[config.mk]
export PLATFORM = sky130hd
export DESIGN_NAME = pgm_mem_port
export DESIGN_NICKNAME = d
export VERILOG_FILES = /design/src/rtl/pgm_mem_port_pkg.sv /design/src/rtl/pgm_addr_reg.sv /design/src/rtl/pgm_mem_port.sv
export SDC_FILE = /design/constraint.sdc
export NUM_CORES = 1
export LEC_CHECK = 0
export ABC_CLOCK_PERIOD_IN_PS = 2900
export BUFFER_PORTS_ARGS = -buffer_cell sky130_fd_sc_hd__clkbuf_2
export CAP_MARGIN = 10
export CORE_ASPECT_RATIO = 1.2
export CORE_MARGIN = 1.5
export CORE_UTILIZATION = 30
export CTS_CLUSTER_SIZE = 40
export DETAILED_ROUTE_END_ITERATION = 7
export PLACE_DENSITY = 0.5
export SYNTH_ARGS = -nofsm -noshare
export SYNTH_HDL_FRONTEND = slang
export SYNTH_SLANG_ARGS = --single-unit
[constraint.sdc]
create_clock -name clk -period 2.9 [get_ports clk]
set_input_delay 0 -clock clk [delete_from_list [all_inputs] [get_ports clk]]
set_output_delay 0 -clock clk [all_outputs]
set_load 0.01 [all_outputs]
[src/rtl/pgm_mem_port_pkg.sv]
// Shared types and constants for the ZX programming memory port.
package pgm_mem_port_pkg;

  typedef enum logic [1:0] {
    SEL_CTRL = 2'd0,
    SEL_TEST = 2'd1,
    SEL_ADDR = 2'd2,
    SEL_DATA = 2'd3
  } io_sel_e;

  typedef enum logic [1:0] {
    ST_READY = 2'd0,
    ST_DRAIN = 2'd1,
    ST_COUNT = 2'd2
  } init_state_e;

  localparam int CTRL_INIT_BIT    = 7;
  localparam int CTRL_LED_BIT     = 6;
  localparam int CTRL_AUTOINC_BIT = 5;
  localparam int CTRL_DIR_BIT     = 4;
  localparam int CTRL_OVR_CLR_BIT = 1;

  localparam int INIT_CNT_W = 8;
  localparam int PHASE_W    = 2;

endpackage

[src/rtl/pgm_addr_reg.sv]
// Address register loaded byte-by-byte through a phase counter, with +/-1 stepping.
module pgm_addr_reg
  import pgm_mem_port_pkg::*;
#(
  parameter int ADDR_W = 19
) (
  input  logic              clk,
  input  logic              clear,
  input  logic              load,
  input  logic [7:0]        din,
  input  logic              step,
  input  logic              dir,
  input  logic              phase_clr,
  output logic [ADDR_W-1:0] addr
);

  localparam int NPHASE = (ADDR_W + 7) / 8;

  logic [PHASE_W-1:0] phase;
  logic [ADDR_W-1:0]  loaded;

  // Only bits of the selected byte lane that exist in addr are replaced.
  always_comb begin
    loaded = addr;
    for (int i = 0; i < ADDR_W; i++) begin
      if ((i / 8) == int'(phase)) loaded[i] = din[i[2:0]];
    end
  end

  always_ff @(posedge clk) begin
    if (clear) begin
      addr  <= '0;
      phase <= '0;
    end else begin
      if (load) begin
        addr  <= loaded;
        phase <= (phase == PHASE_W'(NPHASE - 1)) ? '0 : phase + PHASE_W'(1);
      end
      if (phase_clr) phase <= '0;
      if (step) addr <= dir ? addr - ADDR_W'(1) : addr + ADDR_W'(1);
    end
  end

endmodule

[src/rtl/pgm_mem_port.sv]
// ZX-side I/O port bridging CTRL/TEST/ADDR/DATA registers onto a req/ack memory bus.
// Optional test register enabled by defining PGM_MEM_PORT_TESTREG_EN.
module pgm_mem_port
  import pgm_mem_port_pkg::*;
#(
  parameter int ADDR_W      = 19,
  parameter int INIT_CYCLES = 16
) (
  input  logic              clk,
  input  logic              rst,
  input  logic              io_wr_stb,
  input  logic              io_rd_stb,
  input  logic [1:0]        io_sel,
  input  logic [7:0]        io_din,
  output logic [7:0]        io_dout,
  output logic              mem_req,
  output logic              mem_we,
  output logic [ADDR_W-1:0] mem_addr,
  output logic [7:0]        mem_wdata,
  input  logic [7:0]        mem_rdata,
  input  logic              mem_ack,
  output logic              led
);

  io_sel_e                 sel;
  init_state_e             state, state_nxt;
  logic [INIT_CNT_W-1:0]   cnt, cnt_nxt;
  logic                    wr, rd, busy, init_req, ack_valid;
  logic                    data_acc, data_ok, data_drop;
  logic                    autoinc, dir, overrun;
  logic [7:0]              rd_buf, ctrl_byte, test_byte;
  logic [ADDR_W-1:0]       addr;

  assign sel       = io_sel_e'(io_sel);
  assign wr        = io_wr_stb;
  assign rd        = io_rd_stb & ~io_wr_stb;
  assign ack_valid = mem_ack & mem_req;
  assign busy      = (state != ST_READY);
  assign init_req  = wr && (sel == SEL_CTRL) && io_din[CTRL_INIT_BIT];
  assign data_acc  = (wr || rd) && (sel == SEL_DATA);
  assign data_ok   = data_acc && !mem_req && !busy;
  assign data_drop = data_acc && !data_ok;
  assign ctrl_byte = {busy, led, autoinc, dir, 2'b00, overrun, mem_req};

  pgm_addr_reg #(.ADDR_W(ADDR_W)) u_addr (
    .clk       (clk),
    .clear     (rst || init_req),
    .load      (wr && (sel == SEL_ADDR)),
    .din       (io_din),
    .step      (data_ok && autoinc),
    .dir       (dir),
    .phase_clr (data_acc),
    .addr      (addr)
  );

  always_ff @(posedge clk) begin
    if (rst) begin
      state <= ST_COUNT;
      cnt   <= INIT_CNT_W'(INIT_CYCLES);
    end else begin
      state <= state_nxt;
      cnt   <= cnt_nxt;
    end
  end

  // An init that arrives mid-transaction waits in DRAIN until the bus is quiet.
  always_comb begin
    state_nxt = state;
    cnt_nxt   = cnt;
    case (state)
      ST_DRAIN: begin
        if (ack_valid) begin
          state_nxt = ST_COUNT;
          cnt_nxt   = INIT_CNT_W'(INIT_CYCLES);
        end
      end
      ST_COUNT: begin
        cnt_nxt = cnt - INIT_CNT_W'(1);
        if (cnt == INIT_CNT_W'(1)) state_nxt = ST_READY;
      end
      default: ;
    endcase
    if (init_req) begin
      if (mem_req && !ack_valid) begin
        state_nxt = ST_DRAIN;
        cnt_nxt   = '0;
      end else begin
        state_nxt = ST_COUNT;
        cnt_nxt   = INIT_CNT_W'(INIT_CYCLES);
      end
    end
  end

  always_ff @(posedge clk) begin
    if (rst) begin
      io_dout   <= 8'hFF;
      mem_req   <= 1'b0;
      mem_we    <= 1'b0;
      mem_addr  <= '0;
      mem_wdata <= 8'h00;
      led       <= 1'b0;
      autoinc   <= 1'b0;
      dir       <= 1'b0;
      overrun   <= 1'b0;
      rd_buf    <= 8'h00;
    end else begin
      if (ack_valid) begin
        mem_req <= 1'b0;
        if (!mem_we && state != ST_DRAIN) rd_buf <= mem_rdata;
      end
      if (data_ok) begin
        mem_req  <= 1'b1;
        mem_we   <= wr;
        mem_addr <= addr;
        if (wr) mem_wdata <= io_din;
      end
      if (rd) begin
        case (sel)
          SEL_CTRL: io_dout <= ctrl_byte;
          SEL_TEST: io_dout <= test_byte;
          SEL_DATA: io_dout <= rd_buf;
          default:  io_dout <= 8'hFF;
        endcase
      end
      if (wr && sel == SEL_CTRL) begin
        if (io_din[CTRL_INIT_BIT]) begin
          led     <= 1'b0;
          autoinc <= 1'b0;
          dir     <= 1'b0;
          overrun <= 1'b0;
          rd_buf  <= 8'h00;
        end else begin
          led     <= led ^ io_din[CTRL_LED_BIT];
          autoinc <= io_din[CTRL_AUTOINC_BIT];
          dir     <= io_din[CTRL_DIR_BIT];
          if (io_din[CTRL_OVR_CLR_BIT]) overrun <= 1'b0;
        end
      end
      if (data_drop) overrun <= 1'b1;
    end
  end

`ifdef PGM_MEM_PORT_TESTREG_EN
  logic [8:0] treg;

  always_ff @(posedge clk) begin
    if (rst || init_req) treg <= 9'h000;
    else if (wr && sel == SEL_TEST) treg <= {~io_din, treg[8]};
  end

  assign test_byte = treg[7:0];
`else
  assign test_byte = 8'hFF;
`endif

endmodule
==> out/metrics.yaml, run 1 <==
worst_setup_path:
  worstRegToRegCells: 8
  rr_startpoint: "dir"
  crit_type: "register to register"
  path_cells: "buf_4 -> fa_1 -> a211oi_1 -> o211ai_2 -> nand2_1 -> o21ai_0 -> mux2i_1 -> o211ai_1"
  critPathLaunchType: "register"
  slowest_stage: "fa_1"
  path_max_fanout: 11
  crit_family: "compound AO/OA/AOI/OAI gates"
  cp.depth: 8
  cp.arrival_ns: 2.79
  crit_buf_inv: 1
  setup.worst_path.start: "dir"
  endpoint_kind: "register"
  r2r_slack_ns: 0.33
  slowest_delay_ns: 0.47
  crit_required_ns: 3.12
synthesis:
  yosysTopAreaCell: "dfxtp_1"
  synth_area_leaders: "dfxtp_1 37%, a21oi_1 6.8%, nand2_1 6.6%, ha_1 6.3%, mux2i_1 5.8%"
  synth_area_mm2: 0.004339
  synth_cells: 510
  yosysWarnings: 0
  yosysSeqAreaShare: 0.3691
  ys_ff_latch: 80
  synthArstFlopShare: 0
  synthFlopType: "dfxtp_1"
  yosysUniqueCellTypes: 62
  synth_top_area_frac: 0.3691
  syn_area_per_cell_um2: 8.508
  synth_common_cells: "80 x dfxtp_1, 76 x nand2_1, 59 x a21oi_1"
  synth_edf_count: 0
  yosysMostFrequentCell: "dfxtp_1"
  syn_nets: 556
detailed_routing:
  drt_wl_total_mm: 11.99
  firstDrtPassIters: 4
  vias: 3900
  drtIter0Drc: 225
  ant_nets: 0
  wire_per_inst_um: 15.96
  drt-vias-per-instance: 5.193
  drc: 0
power_and_ir_drop:
  p_sw_mw: 0.7183
  pwr-share-clk: 0.445
  p_int_mw: 1.981
  power_mw: 2.699
  switching_share: 0.2661
  ir_drop_v: 0.0002719
  power_frac_comb: 0.114
  power_density_mw_per_mm2: 517.6
  pwr-share-seq: 0.441
  power.leakage_nw: 2.173
global_route:
  grt_max_degree: 26
  track_usage: 0.1622
  grt_remaining_overflow: 0
  antenna_found_initial: 0
  grt_pass1_vias: 3775
  grt_pass1_wl_mm: 19.35
min_path:
  hold_class: "input pin to register"
  worstHoldStart: "io_din[1]"
  hold_depth: 3
placement:
  placed_cell_area_mm2: 0.004782
  io_buffers: 60
  pre_cts_ws_ns: 0.3481
  dp_hpwl_mm: 8.912
  routabilityCongestion: 0.8569
  placed_cells: 723
timing:
  slew_headroom: 0.3968
  tns_ns: 0
  slew_viol_final: 0
  max_clock_freq_ghz: 0.3894
  holdWs_ns: 0.01286
  tightest_slew_ns: 0.9049
  grt_setup_unrepaired: "no"
  skew_ns: 0.004706
  timing.final.crit_share: 0.8855
  fin_ws_ns: 0.3319
  fin_crit_ns: 2.568
  setup_viol: 0
  hold_violations: 0
die:
  core_area_mm2: 0.01394
  start_util: 0.3113
  die_y_um: 134.7
  io_pins: 61
  num_rows: 47
  dieArea_mm2: 0.01520
  die_w_um: 112.8
cells_and_area:
  layout-drive-gt1-share: 0.1828
  fill_cells: 1425
  layout.nets: 621
  final_cell_area_mm2: 0.005215
  syn_to_final_growth_pct: 20.18
  fin_util: 0.3742
  antenna_cells: 0
  fin_cells: 751
cts:
  clock_path_buffers: 2
  clockRootBuffer: "clkbuf_16"
  cts_tree: "built"
  cts_num_sinks: 80
  cts_max_level: 3
  worstSkewPairLatency_ns: 0.34
  cts.reportedPaths.clkPinSlew_ns: 0.06
  numCtsBuffers: 9
run_status:
  outcome: "complete, no violations"
run:
  max_cap_viol_count: 0
layout make-up:
type / instances / area (µm²) / area share
multi-input cells: 396 / 2569 / 0.4926
repair buffers: 82 / 495.5 / 0.09501
inverters: 6 / 22.52 / 0.004319
clock inverters: 6 / 73.82 / 0.01416
well taps: 171 / 214.0 / 0.04103
flip-flops and latches: 80 / 1602 / 0.3071
clock buffers: 10 / 239.0 / 0.04583
layout by cell type (no fill, tap or decap), drive strengths merged, types with 3 or more instances in the layout:
master / count
and3: 6
xnor2: 11
clkbuf: 70
nor4: 4
o211ai: 5
nand2: 76
nor2: 48
nor3: 6
a211o: 9
nand2b: 7
nor2b: 8
buf: 10
a221oi: 5
and2: 3
a21oi: 59
a211oi: 13
ha: 22
o22ai: 5
inv: 8
o21a: 3
a21o: 6
nand4b: 3
o21ai: 18
mux2: 3
dlygate4sd3: 12
mux2i: 25
nand4: 3
xor2: 6
clkinv: 3
dfxtp: 80
o31ai: 4
nand3: 17
repair_timing:
action | 4_1_cts | 5_1_grt
hold buffers | 12 | 0
setup buffers | 0 | 0
endpoints found under the hold margin | 13 | 0
resized for setup | 0 | 0
cells by family (layout without fill, tap and decap cells):
group,after synthesis,after routing,share of synthesized area
and+or+nand+nor,189,189,0.2082
AOI/OAI and AO/OA,139,139,0.2151
DFF,80,80,0.3691
buffers and inverters,34,104,0.03892
muxes,28,28,0.06632
adders and majority gates,23,23,0.06805
xor gates and xnor gates,17,17,0.03431
worst reg2reg max path: cells and delay by family, from the launching register on:
family                     cells  cell delay [ns]
buffers and inverters          1             0.23
AOI/OAI and AO/OA              4             0.85
adders and majority gates      1             0.47
DFF                            1             0.46
muxes                          1             0.20
and+or+nand+nor                1             0.21
power groups by stage:
stage | logic [mW] | clock network (mW) | registers, mW
after floorplan | 0.212 | 0 | 1.21
after global placement | 0.295 | 0 | 1.22
after detailed placement | 0.297 | 0 | 1.22
after CTS | 0.311 | 1.23 | 1.19
after global routing | 0.345 | 1.27 | 1.20
final | 0.308 | 1.20 | 1.19
state kept, by name (all words and copies together) (netlist names):
name,flops
mem_req,1
state,2
autoinc,1
cnt,8
u_addr.addr,19
overrun,1
mem_wdata,8
mem_addr,19
io_dout,8
led,1
dir,1
mem_we,1
rd_buf,8
u_addr.phase,2
worst paths after layout:
check                    end
max          u_addr.addr[18]
min             mem_wdata[1]
max reg2reg  u_addr.addr[18]
min reg2reg     mem_wdata[3]
per-layer routing:
metal  wire [µm]  global-route usage  vias to the layer above
li1            -                   -                     1957
met1        5387              0.1988                     1832
met2        5672              0.2734                       86
met3         471             0.02648                       25
met4         454             0.08579                        0
met5           0                   0                        -
Note: power is estimated with default switching activity, not from simulation.
==> inputs of run 2 (changes only) <==
--- a/config.mk
+++ b/config.mk
@@ -13,6 +13,7 @@
 export CORE_UTILIZATION = 30
 export CTS_CLUSTER_SIZE = 40
 export DETAILED_ROUTE_END_ITERATION = 7
+export MAX_ROUTING_LAYER = met4
 export PLACE_DENSITY = 0.5
 export SYNTH_ARGS = -nofsm -noshare
 export SYNTH_HDL_FRONTEND = slang
==> run 2 against run 1 <==
Net effect: via count fell by 0.97%; wire length is 0.51% higher; largest cell class unchanged; combinational power down 1%; critical endpoint is now u_addr.addr[15]; critical path depth down 2; critical path type unchanged; global-route usage grew 0.40 points; cell area shrank 0.86%; sequential power about the same; non-clock buffer count down 2; register-to-register slack got worse by 0.02 ns.
==> out/metrics.yaml, run 2 (synthesis results as in run 1) <==
worst_setup_path:
  rr_startpoint: "dir"
  slowest_delay_ns: 0.66  # +0.19 ns
  cp.arrival_ns: 2.85  # +0.06 ns
  path_cells: "ha_1 -> and3_1 -> nand2_1 -> o31ai_4 -> mux2_4 -> o32ai_2"
  worstRegToRegCells: 6  # -2
  r2r-end: "u_addr.addr[15]"
  crit_required_ns: 3.16  # +0.04 ns
  r2r_slack_ns: 0.31  # -0.02 ns
  slowest_stage: "dfxtp_1"
  endpoint_kind: "register"
  path_max_fanout: 10  # -1
  critPathLaunchType: "register"
  crit_type: "register to register"
timing:
  fin_crit_ns: 2.587  # +0.01897 ns
  grt_setup_unrepaired: "no"
  max_clock_freq_ghz: 0.3865  # -0.73%
  slew_viol_final: 0  # unchanged
  tightest_slew_ns: 0.9280  # +0.02312 ns
  timing.final.crit_share: 0.8921  # +0.006542
  holdWs_ns: 0.005019  # -0.007845 ns
  setup_viol: 0  # unchanged
  hold_violations: 0  # unchanged
  tns_ns: 0  # unchanged
  skew_ns: 0.007927  # +0.003221 ns
  slew_headroom: 0.3813  # -0.01541
power_and_ir_drop:
  power_frac_comb: 0.116  # +0.002
  power.leakage_nw: 2.145  # -1.2%
  pwr-share-seq: 0.455  # +0.014
  pwr-share-clk: 0.429  # -0.016
  ir_drop_v: 0.0002609  # -4.1%
  p_sw_mw: 0.7238  # +0.77%
  switching_share: 0.2766  # +0.01050
  p_int_mw: 1.893  # -4.4%
  power_density_mw_per_mm2: 506.2  # -2.2%
cts:
  cts_max_level: 3  # unchanged
  worstSkewPairLatency_ns: 0.34  # about the same
  post_cts_buffers: 0  # unchanged
  cts_num_sinks: 80  # unchanged
  numCtsBuffers: 9  # unchanged
  clockRootBuffer: "clkbuf_16"
  clock_path_buffers: 2  # unchanged
  cts_tree: "built"
  cts.reportedPaths.clkPinSlew_ns: 0.07  # about the same
cells_and_area:
  final_cell_area_mm2: 0.005170  # -0.86%
  layout.nets: 619  # -0.32%
  layout-drive-gt1-share: 0.1851  # +0.002362
  final_common_cell: "dfxtp_1"
  antenna_cells: 0  # unchanged
  top_regs: "mem_addr: 19 flops, u_addr.addr: 19 flops"
  syn_to_final_growth_pct: 19.15
  most-common-layout-cells: "80 x dfxtp_1, 76 x nand2_1, 60 x clkbuf_2, 59 x a21oi_1, 48 x nor2_1"
die:
  die_w_um: 112.8  # unchanged
  num_rows: 47  # unchanged
  start_util: 0.3113  # unchanged
  die_y_um: 134.7  # unchanged
  core_area_mm2: 0.01394  # unchanged
  io_pins: 61  # unchanged
  dieArea_mm2: 0.01520  # unchanged
detailed_routing:
  vias: 3862  # -0.97%
  drtIter0Drc: 229  # +1.8%
  drc: 0  # unchanged
  ant_nets: 0  # unchanged
  drt-vias-per-instance: 5.156  # -0.71%
  drt_wl_total_mm: 12.05  # +0.51%
  wire_per_inst_um: 16.08  # +0.78%
  firstDrtPassIters: 5  # +1
min_path:
  hold-path-endpoint: "mem_wdata[1]"
  hold_depth: 3  # unchanged
  worstHoldStart: "io_din[1]"
  hold_class: "input pin to register"
run:
  max_cap_viol_count: 0  # unchanged
global_route:
  antenna_found_initial: 0  # unchanged
  grt_max_degree: 45  # +73%
  grt_pass1_wl_mm: 19.34  # about the same
  track_usage: 0.1662  # +0.003972
  grt_pass1_vias: 3747  # -0.74%
  grt_remaining_overflow: 0  # unchanged
placement:
  io_buffers: 60  # unchanged
  dp_hpwl_mm: 8.991  # +0.89%
  placed_cell_area_mm2: 0.004790  # +0.16%
  routabilityCongestion: 0.9084  # +6.0%
run_status:
  outcome: "complete, no violations"
[run 2: final cells by class]
type | count | area [µm²]
Inverter | 6 | 22.52
Timing Repair Buffer | 80 | 473.0
Clock inverter | 6 | 51.30
Clock buffer | 10 | 239.0
Fill cell | 1430 | 8767
Multi-Input combinational cell | 396 | 2569
Tap cell | 171 | 214.0
Sequential cell | 80 | 1602
[run 2: per-stage QoR]
| stage | utilization | power [mW] | worst slack, ns | cells |
|---|---|---|---|---|
| after floorplan | - | 1.423 | 0.5114 | 510 |
| after global placement | 0.3437 | 1.510 | 0.3801 | 724 |
| after detailed placement | 0.3437 | 1.513 | 0.3330 | 724 |
| after CTS | 0.3709 | 2.644 | 0.3079 | 749 |
| after global routing | 0.3709 | 2.739 | 0.1310 | 749 |
| final | 0.3709 | 2.617 | 0.3129 | 749 |
[run 2: worst max path at each step]
| stage | start | end | slack [ns] | cells after the start |
|---|---|---|---|---|
| 6_report | dir | u_addr.addr[15] | 0.31 | 6 |
| 5_1_grt | dir | u_addr.addr[18] | 0.13 | 8 |
| 4_1_cts | dir | u_addr.addr[15] | 0.31 | 6 |
| 3_5_place_dp | dir | u_addr.addr[15] | 0.33 | 6 |
| 3_3_place_gp | dir | u_addr.addr[15] | 0.38 | 8 |
| 2_1_floorplan | dir | u_addr.addr[15] | 0.51 | 7 |
[run 2: critical path: cells and delay by family (launching register included)]
| kind | cells | cell delay (ns) |
|---|---|---|
| AOI/OAI and AO/OA | 2 | 0.62 |
| adders and majority gates | 1 | 0.37 |
| DFF | 1 | 0.66 |
| muxes | 1 | 0.34 |
| and+or+nand+nor | 2 | 0.51 |
[run 2: routing by layer]
layer	vias to the layer above	GRT usage	routed length (µm)
met5	-	-	0
met4	0	0.05063	183
met3	11	0.02828	370
met2	65	0.2866	6036
met1	1830	0.1984	5457
li1	1956	-	-
[run 2: repair_timing]
action | CTS | global route
hold buffers | 9 | 0
resized for setup | 0 | 0
hold endpoints to repair | 9 | 0
[run 2: power by group through the flow]
stage | sequential (mW) | clock [mW] | combinational (mW)
after global routing | 1.20 | 1.20 | 0.342
after CTS | 1.19 | 1.14 | 0.308
after detailed placement | 1.22 | 0 | 0.297
final | 1.19 | 1.12 | 0.304
after global placement | 1.22 | 0 | 0.294
after floorplan | 1.21 | 0 | 0.212
==> inputs of run 3 (changes only) <==
--- a/config.mk
+++ b/config.mk
@@ -10,11 +10,11 @@
 export CAP_MARGIN = 10
 export CORE_ASPECT_RATIO = 1.2
 export CORE_MARGIN = 1.5
-export CORE_UTILIZATION = 30
+export CORE_UTILIZATION = 50
 export CTS_CLUSTER_SIZE = 40
 export DETAILED_ROUTE_END_ITERATION = 7
 export MAX_ROUTING_LAYER = met4
-export PLACE_DENSITY = 0.5
+export PLACE_DENSITY = 0.74
 export SYNTH_ARGS = -nofsm -noshare
 export SYNTH_HDL_FRONTEND = slang
 export SYNTH_SLANG_ARGS = --single-unit
==> run 3 against run 2 <==
Net effect: global-route usage is 8.1 points higher; clock power is 33% lower; cell area is 3.1% lower; utilization is 22 points higher; wire length is 10% lower; largest cell class unchanged; clock-buffer cell count stayed put; critical path depth is 1 higher; critical endpoint unchanged; sequential power hardly changed.
==> out/metrics.yaml, run 3 (synthesis results as in run 1) <==
cells_and_area:
  most-common-layout-cells: "80 x dfxtp_1, 76 x nand2_1, 60 x clkbuf_2, 59 x a21oi_1, 48 x nor2_1"
  top_regs: "mem_addr: 19 flops, u_addr.addr: 19 flops"
  layout-drive-gt1-share: 0.1776  # -0.007535
  final_cell_area_mm2: 0.005010  # -3.1%
  antenna_cells: 0  # unchanged
  layout.nets: 621  # +0.32%
  final_common_cell: "dfxtp_1"
  syn_to_final_growth_pct: 15.46
  fin_util: 0.5881  # +0.2172
  fin_cells: 697  # -6.9%
run_status:
  outcome: "complete, no violations"
die:
  core_area_mm2: 0.008518  # -39%
  die_w_um: 88.04  # -22%
  die_y_um: 105.1  # -22%
  io_pins: 61  # unchanged
  start_util: 0.5094  # +0.1981
  dieArea_mm2: 0.009249  # -39%
  num_rows: 37  # -21%
global_route:
  grt_max_degree: 26  # -42%
  grt_pass1_vias: 3603  # -3.8%
  grt_remaining_overflow: 0  # unchanged
  track_usage: 0.2469  # +0.08077
  grt_pass1_wl_mm: 17.26  # -11%
  antenna_found_initial: 0  # unchanged
worst_setup_path:
  critPathLaunchType: "register"
  crit_required_ns: 3.18  # +0.02 ns
  crit_type: "register to register"
  cp.arrival_ns: 3.00  # +0.15 ns
  endpoint_kind: "register"
  path_max_fanout: 18  # +8
detailed_routing:
  vias: 3902  # +1.0%
  firstDrtPassIters: 4  # -1
  drt-vias-per-instance: 5.598  # +8.6%
  met3_length_um: 430  # +16%
  drc: 0  # unchanged
  drt_wl_total_mm: 10.80  # -10%
  topRoutingLayerUsed: "met4"
  drtIter0Drc: 204  # -11%
  ant_nets: 0  # unchanged
  wl_met1_mm: 4.838  # -11%
  wl_met2_mm: 5.258  # -13%
  wire_per_inst_um: 15.49  # -3.7%
power_and_ir_drop:
  power_mw: 2.245  # -14%
  pwr-share-seq: 0.531  # +0.076
  pwr-share-clk: 0.332  # -0.097
  power_frac_comb: 0.137  # +0.021
  ir_drop_v: 0.0002441  # -6.4%
  power_density_mw_per_mm2: 448.1  # -11%
  p_int_mw: 1.594  # -16%
  switching_share: 0.2899  # +0.01331
  p_sw_mw: 0.6508  # -10%
  power.leakage_nw: 2.100  # -2.1%
placement:
  placed_cells: 667  # -7.9%
  io_buffers: 60  # unchanged
  dp_hpwl_mm: 7.852  # -13%
  placed_cell_area_mm2: 0.004700  # -1.9%
  routabilityCongestion: 0.8879  # -2.3%
cts:
  cts_max_level: 3  # unchanged
  post_cts_buffers: 0  # unchanged
  cts.reportedPaths.clkPinSlew_ns: 0.09  # +0.02 ns
  worstSkewPairLatency_ns: 0.37  # +0.03 ns
  numCtsBuffers: 9  # unchanged
  clockRootBuffer: "clkbuf_8"
  cts_num_sinks: 80  # unchanged
  clock_path_buffers: 2  # unchanged
  cts_tree: "built"
timing:
  setup_viol: 0  # unchanged
  max_clock_freq_ghz: 0.3683  # -4.7%
  tns_ns: 0  # unchanged
  tightest_slew_ns: 0.9151  # -0.01294 ns
  grt_setup_unrepaired: "no"
  skew_ns: 0.008737  # +0.0008100 ns
  fin_crit_ns: 2.715  # +0.1284 ns
  timing.final.crit_share: 0.9364  # +0.04428
  slew_headroom: 0.3900  # +0.008624
  slew_viol_final: 0  # unchanged
  hold_violations: 0  # unchanged
run:
  max_cap_viol_count: 0  # unchanged
min_path:
  hold_class: "input pin to register"
[run 3: final timing paths]
kind	from	cells past startpoint	endpoint	slack, ns
worst min-delay path	io_din[7]	3	mem_wdata[7]	0.01
worst min register to register	mem_addr[1]	2	mem_addr[1]	0.45
worst max register to register	dir	7	u_addr.addr[15]	0.18
worst max-delay path	dir	7	u_addr.addr[15]	0.18
[run 3: area by class of cell]
type	count	area (µm²)
timing repair buffer	82	500.5
clock inverter	6	42.54
tap	117	146.4
sequential	80	1602
fill	814	3508
multi-input combinational	396	2569
clock buffer	10	127.6
inverter	6	22.52
[run 3: critical path: stages (launching register included)]
cell and delay (ns):
dfxtp_1 0.90, ha_1 0.38, o21ai_0 0.16, o21bai_2 0.21, o22ai_4 0.12, o31ai_4 0.30, mux2_4 0.34, o32ai_2 0.23
[run 3: what timing repair did]
action,CTS,global route
hold buffers,14,0
gates resized for setup,0,0
hold endpoints to repair,17,0
[run 3: through the flow]
step / hold WS, ns / setup WS, ns
global route: 0.01387 / 0.04595
finish: 0.01298 / 0.1845
floorplan: 0.1132 / 0.5114
CTS: 0.01441 / 0.2192
global placement: 0.2402 / 0.3549
detailed placement: 0.2466 / 0.2172
[run 3: power groups by stage]
stage / sequential, mW / clock [mW] / combinational [mW]
after CTS: 1.19 / 0.755 / 0.309
after global placement: 1.21 / 0 / 0.285
after detailed placement: 1.22 / 0 / 0.292
after global routing: 1.20 / 0.809 / 0.344
final: 1.19 / 0.745 / 0.308
after floorplan: 1.21 / 0 / 0.212
[run 3: routing by layer]
layer,GRT usage,vias to the layer above
met5,-,-
met4,0.08929,0
met3,0.04344,17
met2,0.4024,80
met1,0.3030,1838
li1,-,1967
